--- src/rtl/cpu_muldiv_ctrl_pkg.sv ---
// Shared CPU definitions: decoded operation codes and multiply/divide sequencer types.
package cpu_muldiv_ctrl_pkg;

  typedef enum logic [4:0] {
    OP_NOP,
    OP_ADD,
    OP_SUB,
    OP_AND,
    OP_OR,
    OP_SLT,
    OP_MULT,
    OP_MULTU,
    OP_DIV,
    OP_DIVU,
    OP_MTHI,
    OP_MTLO,
    OP_MFHI,
    OP_MFLO
  } Oper_t;

  typedef enum logic [1:0] {
    IDLE,
    BUSY,
    DONE
  } MulDivState_t;

  localparam int unsigned MULDIV_ITERS = 32;

  typedef logic [63:0] DoubleWord_t;

  function automatic logic is_muldiv(input Oper_t op);
    return op inside {OP_MULT, OP_MULTU, OP_DIV, OP_DIVU};
  endfunction

endpackage

--- src/rtl/cpu_muldiv_step.sv ---
// One shift-add multiply or restoring divide iteration on a 65-bit accumulator.
module cpu_muldiv_step
  import cpu_muldiv_ctrl_pkg::*;
(
  input  logic        is_div,
  input  logic [64:0] acc,
  input  logic [31:0] operand,
  output logic [64:0] acc_next
);

  logic [32:0] sum;
  logic [64:0] sh;
  logic [32:0] rem_sub;

  always_comb begin
    sum      = '0;
    sh       = '0;
    rem_sub  = '0;
    acc_next = acc;
    if (is_div) begin
      sh      = {acc[63:0], 1'b0};
      // Borrow out of the 33-bit subtract means rem < divisor.
      rem_sub = sh[64:32] - {1'b0, operand};
      if (!rem_sub[32]) begin
        acc_next = {1'b0, rem_sub[31:0], sh[31:1], 1'b1};
      end else begin
        acc_next = sh;
      end
    end else begin
      sum = {1'b0, acc[63:32]} + {1'b0, operand};
      if (acc[0]) begin
        acc_next = {1'b0, sum, acc[31:1]};
      end else begin
        acc_next = acc >> 1;
      end
    end
  end

endmodule

--- src/rtl/cpu_muldiv_ctrl.sv ---
// Multi-cycle MULT/MULTU/DIV/DIVU sequencer owning HI/LO; stalls EX while it runs.
module cpu_muldiv_ctrl
  import cpu_muldiv_ctrl_pkg::*;
(
  input  logic        clk,
  input  logic        rst,
  input  logic        flush,
  input  logic        start,
  input  Oper_t       op,
  input  logic [31:0] reg1,
  input  logic [31:0] reg2,
  output logic        stall_req,
  output logic        done,
  output logic [31:0] hi,
  output logic [31:0] lo
);

  localparam int unsigned CNT_W = $clog2(MULDIV_ITERS);

  MulDivState_t st;
  logic [CNT_W-1:0] cnt;
  logic [64:0] acc;
  logic [64:0] acc_next;
  logic [31:0] opnd;
  logic        is_div;
  logic        res_neg;
  logic        rem_neg;
  logic        div_zero;

  logic        accept;
  logic        sgn;
  logic        op_is_div;
  logic        a_neg;
  logic        b_neg;
  logic [31:0] mag1;
  logic [31:0] mag2;
  DoubleWord_t prod_fix;
  logic [31:0] quot_fix;
  logic [31:0] rem_fix;

  cpu_muldiv_step u_step (
    .is_div   (is_div),
    .acc      (acc),
    .operand  (opnd),
    .acc_next (acc_next)
  );

  always_comb begin
    accept    = (st == IDLE) && start && !flush && is_muldiv(op);
    sgn       = op inside {OP_MULT, OP_DIV};
    op_is_div = op inside {OP_DIV, OP_DIVU};
    a_neg     = sgn && reg1[31];
    b_neg     = sgn && reg2[31];
    mag1      = a_neg ? (~reg1 + 32'd1) : reg1;
    mag2      = b_neg ? (~reg2 + 32'd1) : reg2;
    prod_fix  = res_neg ? (~acc[63:0] + 64'd1) : acc[63:0];
    quot_fix  = res_neg ? (~acc[31:0] + 32'd1) : acc[31:0];
    rem_fix   = rem_neg ? (~acc[63:32] + 32'd1) : acc[63:32];
  end

  assign stall_req = !rst && (accept || (st == BUSY));
  assign done      = (st == DONE);

  always_ff @(posedge clk) begin
    if (rst) begin
      st       <= IDLE;
      cnt      <= '0;
      acc      <= '0;
      opnd     <= '0;
      is_div   <= 1'b0;
      res_neg  <= 1'b0;
      rem_neg  <= 1'b0;
      div_zero <= 1'b0;
      hi       <= '0;
      lo       <= '0;
    end else if (flush) begin
      st <= IDLE;
    end else begin
      case (st)
        IDLE: begin
          if (accept) begin
            is_div   <= op_is_div;
            res_neg  <= a_neg ^ b_neg;
            rem_neg  <= a_neg && op_is_div;
            cnt      <= '0;
            div_zero <= op_is_div && (reg2 == '0);
            if (op_is_div && (reg2 == '0)) begin
              // Divide by zero keeps the raw dividend so HI reports it unmodified.
              acc <= {33'd0, reg1};
              st  <= DONE;
            end else begin
              acc  <= {33'd0, op_is_div ? mag1 : mag2};
              opnd <= op_is_div ? mag2 : mag1;
              st   <= BUSY;
            end
          end else if (start && op == OP_MTHI) begin
            hi <= reg1;
          end else if (start && op == OP_MTLO) begin
            lo <= reg1;
          end
        end
        BUSY: begin
          acc <= acc_next;
          cnt <= cnt + 1'b1;
          if (cnt == CNT_W'(MULDIV_ITERS - 1)) begin
            st <= DONE;
          end
        end
        DONE: begin
          if (div_zero) begin
            hi <= acc[31:0];
            lo <= '1;
          end else if (is_div) begin
            hi <= rem_fix;
            lo <= quot_fix;
          end else begin
            hi <= prod_fix[63:32];
            lo <= prod_fix[31:0];
          end
          st <= IDLE;
        end
        default: st <= IDLE;
      endcase
    end
  end

endmodule

--- config.mk ---
export PLATFORM = sky130hd
export DESIGN_NAME = cpu_muldiv_ctrl
export DESIGN_NICKNAME = d
export VERILOG_FILES = /design/src/rtl/cpu_muldiv_ctrl_pkg.sv /design/src/rtl/cpu_muldiv_step.sv /design/src/rtl/cpu_muldiv_ctrl.sv
export SDC_FILE = /design/constraint.sdc
export NUM_CORES = 1
export LEC_CHECK = 0
export ABC_AREA = 0
export CELL_PAD_IN_SITES_DETAIL_PLACEMENT = 0
export CELL_PAD_IN_SITES_GLOBAL_PLACEMENT = 1
export CORE_AREA = 3 3 194 196
export DETAILED_ROUTE_END_ITERATION = 7
export DIE_AREA = 0 0 197 199
export PLACE_DENSITY_LB_ADDON = 0.1
export SYNTH_ARGS = -nofsm -noshare
export SYNTH_HDL_FRONTEND = slang
export SYNTH_SLANG_ARGS = --single-unit
--- constraint.sdc ---
create_clock -name clk -period 5.3 [get_ports clk]
set_input_delay 1.06 -clock clk [delete_from_list [all_inputs] [get_ports clk]]
set_output_delay 1.06 -clock clk [all_outputs]
set_load 0.02 [all_outputs]
==> out/results.tsv <==
stage	metric	value	unit
cts	CTS root buf	clkbuf_16	
global_routing	first-pass GRT wire length	99.8	mm
cts	CTS tree	built	
placement	IO Port Bufs	138	
synth	Synth area leaders	dfxtp_1 22%, a21oi_1 7.8%, nand2_1 6.3%	
sta	Final Max Slew Viols	0	
sta	minimum clock period after layout	4.79	ns
floorplanning	die area	39200	um^2
setup_path	slowest stage cell, crit path	clkdlybuf4s50_1	
routing	DRC violations left	0	
layout	Final #Nets	2398	
routing	DR pass1 iterations	5	
cts	Post-CTS Hold Buffers	0	
power	Power Total	3280	uW
setup_path	Worst R2R Start	opnd[2]	
layout	fill count	3604	
power	maximum vdd ir drop	247	uV
floorplanning	Die W	197	um
cts	number of H-tree levels	4	
setup_path	CP endpoint	stall_req	
setup_path	crit path from	op[3]	
layout	most frequent cells in the layout	259 x nand2_1, 241 x a21oi_1, 203 x nor2_1	
layout	commonest non-fill, non-tap cell in the layout	nand2_1	
synth	cells after synthesis	2188	
routing	drt total wl	66.7	mm
sta	RSZ-0062 raised after global routing	no	
setup_path	Reg2Reg Depth	18	
routing	routed len/inst	24.4	um
floorplanning	# IOs	139	
setup_path	CP cell instances	clkdlybuf4s50_1, nor3b_1, nor2_1, or3_1, a21oi_1, clkdlybuf4s50_1	
synth	Post-synth EDFFs	0	
sta	setup tns final	0	ns
setup_path	R2R Setup Slk	1.01	ns
synth	ys flop type	dfxtp_1	
setup_path	Levels on crit path	6	
synth	mean post-synth cell area	7.09	um^2
synth	asr flop ratio synth	0	%
floorplanning	Core ar.	36300	um^2
floorplanning	Die Ht	199	um
global_routing	global-route usage over all layers	33.3	%
setup_path	Crit Path Max Fanout	5	
cts	Skew-Pair Late Insertion Delay	0.47	ns
sta	Worst Skew	0.0155	ns
sta	Worst-Margin Slew	1.20	ns
synth	post-synthesis cell type count	84	
layout	area of the multi-input gates	11200	um^2
synth	synth warn	0	
setup_path	CP Class	in -> out	
cts	clock tree buffer depth	2	
cts	post-cts gate resize count	0	
global_routing	vias in the first global route	16300	
cts	postcts setup bufs	0	
synth	#FFs+latches synth	172	
setup_path	worst reg2reg path endpoint	acc[38]	
power	P_leak	0.00669	uW
run	Max-cap violations	0	
cts	clk sinks	172	
cts	Num CTS Buffers	17	
sta	crit share post-route	90.3	%
synth	area leader, netlist	dfxtp_1	
layout	Antenna diodes	0	
setup_path	crit-path max cell delay	0.70	ns
layout	Syn-to-layout area delta	16.4	%
global_routing	initial antenna violation count	1	
routing	initial detailed-routing violation count	1582	
synth	sequential-to-total area share from yosys stat	22.2	%
synth	syn_nets	2334	
cts	Worst-path clk slew	0.08	ns
setup_path	crit-path leading delay family	buffers and inverters	
setup_path	crit path buf inv count	2	
routing	vias per std cell	6.33	
layout	register area	3450	um^2
sta	final setup fails	0	
placement	post-detail-place hpwl	50.9	mm
floorplanning	Std-Cell Rows	70	
power	Pwr per Cell Area	181	nW/um^2
outcome	status	finished, final reports clean	
layout	layout cells sized above 1	6.45	%
setup_path	Arrival @ worst endpoint	3.73	ns
routing	vias after detailed routing	17300	
sta	Fin. Hold Viols	0	
setup_path	CP required	4.24	ns
sta	Slew headroom	19.3	%
floorplanning	Starting Density	42.8	%
routing	Final ANT Viol Nets	0	
global_routing	pin count of the biggest net entering global routing	72	
setup_path	cell mode on critical path	clkdlybuf4s50_1	
placement	Placer Congestion	0.996	
global_routing	GRT overflow	0	
synth	Synth top area share	22.2	%
sta	f_max	0.209	GHz
min_path	Min-Delay Path Class	reg -> reg	
setup_path	CP endpoint kind	output pin	
synth	mapped cell area	15500	um^2
setup_path	Setup crit start kind	input pin	
[logic make-up after synthesis]
kind of cell	after synthesis	synth area share, %
simple gates	740	22.2
mux	47	3.07
xor+xnor	165	9.31
compound gates	749	31.3
flops	172	22.2
fa+ha+maj	73	5.98
buf+inv	242	6.04
[cell usage after synthesis (8+ instances only)]
cell,instances
a21o_1,28
o211ai_1,43
or4_1,10
buf_1,16
a2111oi_0,10
a22o_1,18
dfxtp_1,172
nor2b_1,21
or3_1,25
inv_1,66
nand2b_1,24
and3_1,15
a32o_1,9
mux2i_1,42
ha_1,71
a21oi_1,241
a22oi_1,12
nand2_1,259
buf_2,8
nor3_1,76
o41ai_1,15
a31oi_1,23
a211oi_1,59
o221ai_1,32
nor4_1,17
xnor2_1,98
nor2_1,205
nand3_1,25
and2_1,11
o31ai_1,24
nand4_1,18
clkbuf_1,147
o21ai_0,148
xor2_1,67
[sequential cells by signal, indices dropped and copies added (netlist names)]
register / count
acc: 65
cnt: 5
div_zero: 1
hi: 32
is_div: 1
lo: 32
opnd: 32
rem_neg: 1
res_neg: 1
st: 2
[stage by stage]
step                      hold slack, ns  area, um^2  utilization, %  std cells  worst slack, ns
final                              0.442       18100            49.8       2733            0.513
after global routing               0.464       18100            49.8       2733            0.345
after CTS                          0.447       18100            49.8       2733            0.495
after detailed placement           0.435       17500            48.1       2701            0.483
after global placement             0.436       17500            48.1       2701            0.516
after floorplan                    0.439       15500               -       2188             1.24
[worst min-delay path by stage]
stage / start / end / slack (ns) / depth (start not counted)
2_1_floorplan: acc[64] / acc[64] / 0.44 / 2
3_3_place_gp: hi[9] / hi[9] / 0.44 / 2
3_5_place_dp: hi[9] / hi[9] / 0.43 / 2
4_1_cts: hi[9] / hi[9] / 0.45 / 2
5_1_grt: hi[9] / hi[9] / 0.46 / 2
6_report: hi[9] / hi[9] / 0.44 / 2
[tightest hold or removal path: cells and delay by family (launching register included)]
kind	cells	cell delay [ns]
flops	1	0.31
simple gates	2	0.09
[power by group]
part,internal (uW),total [uW],switching (uW),leakage (uW)
clock,665,1350,688,0.000296
sequential,1300,1320,19.3,0.00139
combinational,227,606,379,0.00501
[layout make-up]
| class | count | area share (%) |
|---|---|---|
| Multi-Input combinational cell | 1774 | 61.8 |
| Clock inverter | 14 | 0.893 |
| Timing Repair Buffer | 219 | 11.1 |
| Clock buffer | 18 | 2.49 |
| Inverter | 68 | 1.41 |
| Sequential cell | 172 | 19.1 |
| Tap cell | 468 | 3.24 |
[routing by layer]
layer  wire [um]  vias to the layer above  track usage (%)
met2       30800                      688             55.2
li1            -                     8112                -
met5          13                        -                0
met1       28100                     8351             43.6
met3        4560                      134             4.23
met4        3250                        2             14.8
(Power assumes the default switching activity.)
